$ cat src/rtl/video_start_ctrl.sv
// Start-up and pattern-switch sequencer for the clk_pixel video pipeline.
// Releases the timing generator after the PLL settles and blanks whole frames around every change.
module video_start_ctrl #(
  parameter int C_settle_cycles   = 1024,
  parameter int C_blank_frames    = 2,
  parameter int C_debounce_cycles = 65536,
  parameter int C_patterns        = 4,
  parameter bit C_vsync_pol       = 1'b1
) (
  input  logic       clk_pixel,
  input  logic       resetn,
  input  logic       clk_locked,
  input  logic       btn_next,
  input  logic       vga_vsync,
  output logic       vga_resetn,
  output logic       test_picture,
  output logic [1:0] pattern_sel,
  output logic       force_blank,
  output logic       running
);

  localparam int SW = (C_settle_cycles > 1) ? $clog2(C_settle_cycles) : 1;
  localparam int FW = (C_blank_frames > 1) ? $clog2(C_blank_frames) : 1;
  localparam int DW = (C_debounce_cycles > 1) ? $clog2(C_debounce_cycles) : 1;
  localparam logic [SW-1:0] SETTLE_LAST = SW'(C_settle_cycles - 1);
  localparam logic [FW-1:0] FRAME_LAST  = FW'(C_blank_frames - 1);
  localparam logic [DW-1:0] DEB_LAST    = DW'(C_debounce_cycles - 1);
  localparam logic [1:0]    PAT_LAST    = 2'(C_patterns - 1);

  typedef enum logic [2:0] {
    WAIT_LOCK, SETTLE, START_BLANK, ACTIVE, SW_WAIT, SW_BLANK
  } state_t;

  state_t        state_reg;
  logic [1:0]    btn_sync_reg;
  logic          btn_db_reg;
  logic          btn_db_prev_reg;
  logic [DW-1:0] db_cnt_reg;
  logic          vs_act_reg;
  logic          vs_prev_reg;
  logic [SW-1:0] settle_cnt_reg;
  logic [FW-1:0] frame_cnt_reg;
  logic          press;
  logic          frame_tick;

  // A change on the synchronised button must persist for the full debounce window.
  always_ff @(posedge clk_pixel) begin
    if (!resetn) begin
      btn_sync_reg    <= 2'b00;
      btn_db_reg      <= 1'b0;
      btn_db_prev_reg <= 1'b0;
      db_cnt_reg      <= '0;
      vs_act_reg      <= 1'b0;
      vs_prev_reg     <= 1'b0;
    end else begin
      btn_sync_reg    <= {btn_sync_reg[0], btn_next};
      btn_db_prev_reg <= btn_db_reg;
      vs_act_reg      <= vga_vsync ~^ C_vsync_pol;
      vs_prev_reg     <= vs_act_reg;
      if (btn_sync_reg[1] == btn_db_reg) begin
        db_cnt_reg <= '0;
      end else if (db_cnt_reg == DEB_LAST) begin
        btn_db_reg <= btn_sync_reg[1];
        db_cnt_reg <= '0;
      end else begin
        db_cnt_reg <= db_cnt_reg + DW'(1);
      end
    end
  end

  assign press      = btn_db_reg & ~btn_db_prev_reg;
  assign frame_tick = vs_act_reg & ~vs_prev_reg & vga_resetn;

  always_ff @(posedge clk_pixel) begin
    if (!resetn) begin
      state_reg      <= WAIT_LOCK;
      settle_cnt_reg <= '0;
      frame_cnt_reg  <= '0;
      vga_resetn     <= 1'b0;
      test_picture   <= 1'b0;
      pattern_sel    <= 2'd0;
      force_blank    <= 1'b1;
      running        <= 1'b0;
    end else if (!clk_locked && state_reg != WAIT_LOCK) begin
      // Lock loss restarts the whole sequence but keeps the chosen pattern.
      state_reg    <= WAIT_LOCK;
      vga_resetn   <= 1'b0;
      test_picture <= 1'b0;
      force_blank  <= 1'b1;
      running      <= 1'b0;
    end else begin
      case (state_reg)
        WAIT_LOCK: begin
          vga_resetn   <= 1'b0;
          test_picture <= 1'b0;
          force_blank  <= 1'b1;
          running      <= 1'b0;
          if (clk_locked) begin
            state_reg      <= SETTLE;
            settle_cnt_reg <= '0;
          end
        end
        SETTLE: begin
          if (settle_cnt_reg == SETTLE_LAST) begin
            state_reg     <= START_BLANK;
            vga_resetn    <= 1'b1;
            test_picture  <= 1'b1;
            frame_cnt_reg <= '0;
          end else begin
            settle_cnt_reg <= settle_cnt_reg + SW'(1);
          end
        end
        START_BLANK, SW_BLANK: begin
          if (frame_tick) begin
            if (frame_cnt_reg == FRAME_LAST) begin
              state_reg   <= ACTIVE;
              force_blank <= 1'b0;
              running     <= 1'b1;
            end else begin
              frame_cnt_reg <= frame_cnt_reg + FW'(1);
            end
          end
        end
        ACTIVE: begin
          if (press) begin
            state_reg   <= SW_WAIT;
            force_blank <= 1'b1;
            running     <= 1'b0;
          end
        end
        SW_WAIT: begin
          if (frame_tick) begin
            pattern_sel   <= (pattern_sel == PAT_LAST) ? 2'd0 : pattern_sel + 2'd1;
            frame_cnt_reg <= '0;
            state_reg     <= SW_BLANK;
          end
        end
        default: state_reg <= WAIT_LOCK;
      endcase
    end
  end

endmodule

$ cat config.mk
export PLATFORM = sky130hd
export DESIGN_NAME = video_start_ctrl
export DESIGN_NICKNAME = d
export VERILOG_FILES = /design/src/rtl/video_start_ctrl.sv
export SDC_FILE = /design/constraint.sdc
export NUM_CORES = 1
export LEC_CHECK = 0
export CORE_AREA = 2 2 59 61
export CTS_BUF_LIST = sky130_fd_sc_hd__clkbuf_8
export CTS_CLUSTER_DIAMETER = 150
export DETAILED_ROUTE_END_ITERATION = 6
export DIE_AREA = 0 0 61 63
export PLACE_DENSITY_LB_ADDON = 0.12
export SETUP_SLACK_MARGIN = 0.5
export SLEW_MARGIN = 0
export SYNTH_ARGS = -nofsm -noshare
export SYNTH_HDL_FRONTEND = slang
export SYNTH_SLANG_ARGS = --single-unit
$ cat constraint.sdc
create_clock -name clk_pixel -period 2.91 [get_ports clk_pixel]
set_input_delay 0.582 -clock clk_pixel [delete_from_list [all_inputs] [get_ports clk_pixel]]
set_output_delay 0.582 -clock clk_pixel [all_outputs]
set_load 0.01 [all_outputs]
==> results of run 1 <==
## logic make-up (layout without fill, tap and decap cells)
group / after synthesis / after routing / share of synthesized area, %
flops: 41 / 41 / 39.7
buf+inv: 15 / 27 / 3.03
xor+xnor: 12 / 12 / 5.08
mux: 1 / 1 / 0.484
fa+ha+maj: 3 / 3 / 1.82
compound gates: 54 / 54 / 19.6
simple gates: 113 / 113 / 30.3
## final cells by class
type,instances,area (um^2)
clock buffer,5,68.8
clock inverter,2,35.0
fill,280,916
inverter,7,26.3
multi-input combinational,183,1180
sequential,41,821
tap,46,57.6
timing repair buffer,13,123
## cell usage in the layout (no fill, tap or decap), drive strengths merged, types with 8 or more instances in the layout
cell           instances
dfxtp                 41
nand2                 21
o21ai                 12
clkdlybuf4s50         10
nand3                  9
a21oi                  8
nor2                  23
## layer usage
metal	wire length, um	track usage (%)	up-vias
li1	-	-	901
met1	1840	29.7	821
met2	1840	35.3	38
met3	194	7.87	9
met4	78	9.78	0
met5	0	0	-
## report_power, final
part,switching (mW),leakage [nW],internal (mW)
logic,0.0338,0.405,0.0296
registers,0.0109,0.332,0.567
clock network,0.189,0.0540,0.249
total,0.234,0.791,0.846
## worst max-delay path, stage by stage, from the launching register on
cell and delay [ns]:
dfxtp_1 0.39, ha_1 0.23, nand3_1 0.25, o31ai_1 0.75
nor2_1 0.13, o221a_2 0.29
## stage by stage
stage	cell area (um^2)	util [%]	setup WS [ns]	power (mW)
6_report	2320	71.7	0.770	1.08
5_1_grt	2320	71.7	0.598	1.12
4_1_cts	2320	71.7	0.758	1.09
3_5_place_dp	2210	68.4	0.521	0.654
3_3_place_gp	2210	68.4	0.572	0.654
2_1_floorplan	2070	-	1.18	0.632
## how the worst max path moves through the flow
stage,start,end,slack [ns],cells after the start
finish,settle_cnt_reg[0],settle_cnt_reg[3],0.77,5
global route,settle_cnt_reg[0],settle_cnt_reg[3],0.60,5
CTS,settle_cnt_reg[0],settle_cnt_reg[3],0.76,5
detailed placement,clk_locked,settle_cnt_reg[6],0.52,5
floorplan,settle_cnt_reg[0],settle_cnt_reg[3],1.18,5
global placement,clk_locked,settle_cnt_reg[7],0.57,4
==> reports/qor.csv, run 1 <==
metric;value;unit
min_path_type;reg2reg;
cts_buffer_depth;2;
cp_max_fo;8;
place_hpwl;2800;um
cts.clk_slew.worst_paths;0.07;ns
synth.distinct_cells;52;
r2r_start;settle_cnt_reg[0];
clock_sinks;41;
die_y;63;um
via_count;1769;
setup_viol;0;
critPathArrivalTime;2.33;ns
dieArea;3840;um^2
startpoint_type;flop;
syn-num-nets;247;
syn2layout_area_growth;12.0;%
skew;0.00692;ns
cts_tree;yes;
final_layout_size_suffix_gt1_share;8.37;%
io_pins;11;
cts_made_buffers;5;
synth_top_cell_area_share;39.7;%
diodes;0;
synth_warnings;0;
max_slew_margin;44.6;%
finalHoldViolations;0;
synth_flop_cell;dfxtp_1;
drtAntennaViolNets;0;
period_share;73.6;%
cts_resized;0;
setup.worst_path.end_class;flop;
holdPathEnd;db_cnt_reg[0];
worst_ir_drop_vdd;0.374;mV
status;complete, no violations;
grt_max_degree;18;
start_util;64.0;%
dp_cells;290;
postCtsSetupRepairBufs;0;
synth_cells;239;
finalNonFillerCells;297;
initialDrtViolationCount;109;
clk_latency;0.30;ns
cp.required;3.10;ns
largest_reg_flops;16;
tightest_slew;0.824;ns
wl_per_cell;13.3;um
synth_edf_count;0;
r2r_cells;5;
synth_area;2070;um^2
place.gp.congestion;0.812;
regToRegEndpoint;settle_cnt_reg[3];
grt_usage;23.3;%
die_x;61;um
min-delay-start;db_cnt_reg[0];
grt_pass1_vias;1568;
fin_hold_ws;0.443;ns
timing.setup.tns;0;ns
ys_top_cells_by_count;dfxtp_1 (41), nor2_1 (23), nand2_1 (21);
htreeDepth;2;
root_buffer;clkbuf_8;
postSynth.asyncResetShare;0;%
antenna_found_initial;0;
rsz0062_at_grt;false;
rows;21;
holdBufCountCts;0;
core-area;3230;um^2
r2r_slack;0.77;ns
ys_ff_latch;41;
grt_pass1_wl;6780;um
synth_top_area_cell;dfxtp_1;
cap_violations;0;
first_pass_iters;4;
numPortBuffers;10;
max_freq;467;MHz
min_period;2.14;ns
path_class;reg2reg;
overflow;0;
nets;259;
detail_route.vias_per_cell;5.96;
postSynthAreaPerCell;8.65;um^2
cellPowerDensity;466;nW/um^2
report.final.slew_viol_count;0;
routed_wl;3950;um
whs_path_depth;1;
synth.area.top_cells;dfxtp_1 (40%), nor2_1 (4.2%), nand2_1 (3.8%), xor2_1 (3.0%), o21ai_0 (2.9%);
ys_seq_area_share;39.7;%
drc;0;
synth.most_common_cell;dfxtp_1;
p_leak;0.791;nW
Note: power is estimated with default switching activity, not from simulation.
==> run 2, diff against run 1 <==
--- a/config.mk
+++ b/config.mk
@@ -5,11 +5,11 @@
 export SDC_FILE = /design/constraint.sdc
 export NUM_CORES = 1
 export LEC_CHECK = 0
-export CORE_AREA = 2 2 59 61
+export CORE_AREA = 2 2 62 64
 export CTS_BUF_LIST = sky130_fd_sc_hd__clkbuf_8
 export CTS_CLUSTER_DIAMETER = 150
 export DETAILED_ROUTE_END_ITERATION = 6
-export DIE_AREA = 0 0 61 63
+export DIE_AREA = 0 0 64 66
 export PLACE_DENSITY_LB_ADDON = 0.12
 export SETUP_SLACK_MARGIN = 0.5
 export SLEW_MARGIN = 0
==> constraint.sdc (replaced) <==
create_clock -name clk_pixel -period 2 [get_ports clk_pixel]
set_input_delay 0.4 -clock clk_pixel [delete_from_list [all_inputs] [get_ports clk_pixel]]
set_output_delay 0.4 -clock clk_pixel [all_outputs]
set_load 0.01 [all_outputs]
==> reports/qor.csv, run 2 (synthesized netlist as in run 1, its figures left out) <==
metric;value;unit
htreeDepth;2;
cts.clk_slew.worst_paths;0.08;ns
setup_slack;0.366;ns
drc;0;
drtAntennaViolNets;0;
first_pass_iters;4;
worst_ir_drop_vdd;0.469;mV
holdBufCountCts;0;
cap_violations;0;
place_hpwl;2960;um
max_freq;612;MHz
diodes;0;
start_util;58.2;%
r2r_slack;0.37;ns
finalNonFillerCells;330;
die_y;66;um
numPortBuffers;10;
cellPowerDensity;607;nW/um^2
wl_per_cell;15.5;um
min_period;1.63;ns
initialDrtViolationCount;107;
cp_max_fo;2;
max_slew_margin;76.1;%
p_leak;1.02;nW
die_x;64;um
clk_latency;0.31;ns
final_layout_size_suffix_gt1_share;35.8;%
routed_wl;5100;um
rsz0062_at_grt;true;
grt_pass1_wl;7830;um
antenna_found_initial;0;
finalHoldViolations;0;
critPathArrivalTime;1.88;ns
place.gp.congestion;0.903;
status;complete, no violations;
overflow;0;
report.final.slew_viol_count;0;
io_pins;11;
path_class;reg2reg;
setup_viol;0;
final_common_cell;buf_4;
grt_usage;23.8;%
grt_pass1_vias;1791;
core-area;3550;um^2
period_share;81.7;%
syn2layout_area_growth;35.8;%
skew;0.00723;ns
cts_buffer_depth;2;
setup.worst_path.end_class;flop;
tightest_slew;0.357;ns
cts_made_buffers;5;
via_count;1959;
cp.required;2.25;ns
clock_sinks;41;
dp_cells;298;
grt_max_degree;15;
nets;289;
root_buffer;clkbuf_8;
rows;22;
cts_tree;yes;
nFillCells;227;
layout_common_cells;buf_4 (25), nor2_1 (20), nand2_1 (19), dfxtp_2 (19), dfxtp_1 (14);
largest_reg_flops;16;
min_path_type;reg2reg;
dp_slack;-0.0896;ns
startpoint_type;flop;
detail_route.vias_per_cell;5.94;
dieArea;4220;um^2
run 2: changes by cell type in the layout (fill, tap and decap cells not counted), sizes merged:
cell,change
dlygate4sd2,+7
clkinv,-1
clkdlybuf4s50,-7
clkbuf,+2
buf,+29
clkinvlp,+1
run 2: power by group:
| part | switching, mW | leakage, nW | internal [mW] |
|---|---|---|---|
| logic | 0.0735 | 0.617 | 0.0809 |
| registers | 0.0141 | 0.347 | 0.816 |
| clock network | 0.315 | 0.0574 | 0.406 |
run 2: worst max-delay path, cell delays in order (launching register included):
cell and delay [ns]:
dfxtp_2 0.35, nand4_1 0.17, buf_4 0.19, or2_4 0.24, or4_1 0.46, a31oi_1 0.16
run 2: timing repair:
item | in CTS | in global routing
resized for setup | 37 | 33
setup endpoints to repair | 37 | 29
setup buffers | 17 | 7
cloned | 0 | 0
pin swaps | 11 | 13
run 2: per-layer routing:
metal  GRT usage, %  wire, um  up-vias
li1               -         -      968
met1           27.8      2340      943
met2           40.8      2480       36
met3           6.13       169       12
met4           11.1       109        0
met5              0         0        -
run 2: worst paths after layout:
kind,endpoint,from,depth (start not counted)
max reg2reg,db_cnt_reg[15],db_cnt_reg[7],5
min,db_cnt_reg[0],db_cnt_reg[0],1
max,db_cnt_reg[15],db_cnt_reg[7],5
min reg2reg,db_cnt_reg[0],db_cnt_reg[0],1
run 2: final cells by class:
type | instances | area [um^2] | share of cell area (%)
multi-input cells | 183 | 1350 | 48.0
inverters | 7 | 26.3 | 0.935
clock inverters | 2 | 37.5 | 1.34
well taps | 48 | 60.1 | 2.14
flip-flops and latches | 41 | 875 | 31.1
clock buffers | 6 | 82.6 | 2.94
repair buffers | 43 | 380 | 13.5
run 2: through the flow:
stage	cell area, um^2	hold WS, ns	total power [mW]	util (%)	TNS (ns)
6_report	2810	0.434	1.71	79.1	0
5_1_grt	2810	0.451	1.75	79.1	0
4_1_cts	2670	0.438	1.69	75.3	0
3_5_place_dp	2340	0.425	0.964	65.9	-0.283
3_3_place_gp	2340	0.414	0.965	65.9	-0.0756
2_1_floorplan	2150	0.412	0.925	-	0
==> run 3, diff against run 2 <==
==> constraint.sdc (replaced) <==
create_clock -name clk_pixel -period 1.7 [get_ports clk_pixel]
set_input_delay 0.34 -clock clk_pixel [delete_from_list [all_inputs] [get_ports clk_pixel]]
set_output_delay 0.34 -clock clk_pixel [all_outputs]
set_load 0.01 [all_outputs]
==> reports/qor.csv, run 3 (synthesized netlist as in run 1, its figures left out) <==
metric;value;unit
core-area;3550;um^2
min_period;1.75;ns
grt_max_degree;14;
path_class;reg2reg;
antenna_found_initial;0;
timing.setup.tns;-0.0693;ns
max_freq;570;MHz
holdBufCountCts;0;
start_util;58.2;%
r2r_start;db_cnt_reg[0];
diodes;0;
tightest_slew;0.457;ns
io_pins;11;
grt_usage;31.5;%
grt_pass1_wl;10300;um
wl_per_cell;24.9;um
routed_wl;8930;um
clk_latency;0.30;ns
die_y;66;um
first_pass_iters;5;
syn2layout_area_growth;59.6;%
failed_checks;negative setup slack;
fin_util;93.0;%
grt_pass1_vias;2167;
max_slew_margin;69.5;%
via_count;2460;
detail_route.vias_per_cell;6.87;
path_buf_inv;0;
skew;0.00429;ns
drtAntennaViolNets;0;
cellPowerDensity;634;nW/um^2
finalNonFillerCells;358;
period_share;103;%
rsz0062_at_grt;true;
path_cells;ha_4, nand2_4, or4_4, or3_1, a21oi_1;
startpoint_type;flop;
status;finished with violations;
cp_slowest_cell;or4_4;
numPortBuffers;10;
htreeDepth;2;
setup.worst_path.end_class;flop;
clock_sinks;41;
setup_slack;-0.0530;ns
die_x;64;um
min-delay-start;db_cnt_reg[15];
cts_made_buffers;5;
worst_ir_drop_vdd;0.676;mV
crit_family;simple AND/OR/NAND/NOR gates;
cts_tree;yes;
rows;22;
min_path_type;reg2reg;
place_hpwl;3100;um
largest_reg_flops;16;
critPathArrivalTime;1.97;ns
finalPower;2.09;mW
r2r_slack;-0.05;ns
finalHoldViolations;0;
fin_hold_ws;0.526;ns
final_common_cell;buf_4;
critPathLaunch;db_cnt_reg[0];
place.gp.congestion;0.876;
cp.required;1.92;ns
slowest_delay;0.54;ns
p_leak;1.27;nW
cap_violations;0;
setup_viol;2;
initialDrtViolationCount;263;
dp_cells;312;
overflow;0;
drc;0;
root_buffer;clkbuf_8;
layout_common_cells;buf_4 (40), dfxtp_2 (19), nand2_1 (18), buf_6 (17);
cts.clk_slew.worst_paths;0.09;ns
cp_max_fo;5;
report.final.slew_viol_count;0;
nets;317;
cts_buffer_depth;2;
dieArea;4220;um^2
final_layout_size_suffix_gt1_share;52.9;%
==> run 3: report_power, final <==
| group | switching (mW) | internal, mW |
|---|---|---|
| sequential | 0.0172 | 0.958 |
| combinational | 0.137 | 0.123 |
| clock | 0.378 | 0.478 |
==> run 3: layout make-up <==
type                            count  area (um^2)
Clock buffer                        6         82.6
Clock inverter                      2         37.5
Fill cell                         114          249
Inverter                            7         30.0
Multi-Input combinational cell    184         1580
Sequential cell                    41          882
Tap cell                           48         60.1
Timing Repair Buffer               70          631
==> run 3: worst register-to-register path: cells and delay by family (launching register included) <==
kind	cells	cell delay (ns)
compound gates	1	0.20
fa+ha+maj	1	0.15
flops	1	0.36
simple gates	3	0.97
==> run 3: final timing paths <==
| kind | end | cells past startpoint |
|---|---|---|
| max | db_cnt_reg[14] | 5 |
| min | db_cnt_reg[15] | 2 |
| max reg2reg | db_cnt_reg[14] | 5 |
| min reg2reg | db_cnt_reg[15] | 2 |
==> run 3: through the flow <==
stage | worst slack (ns) | instance area [um^2]
final | -0.0530 | 3300
after global placement | -0.138 | 2510
after global routing | -0.119 | 3300
after floorplan | 0.139 | 2240
after detailed placement | -0.195 | 2510
after CTS | 0.0928 | 3060
==> run 3: per-layer routing <==
metal | track usage (%) | share of wire, % | wire [um] | vias up
met5 | 0 | 0 | 0 | -
met4 | 14.4 | 6.4 | 571 | 0
met3 | 5.45 | 7.9 | 703 | 72
met2 | 55.9 | 48 | 4310 | 177
met1 | 36.9 | 37 | 3340 | 1185
li1 | - | - | - | 1026
==> run 3: repair_timing <==
action                                  CTS  global route
cloned                                    1             1
resized for setup                        80            48
endpoints found under the setup margin   42            38
hold endpoints to repair                  0             0
setup buffers                            31             5
pin swaps                                34            26
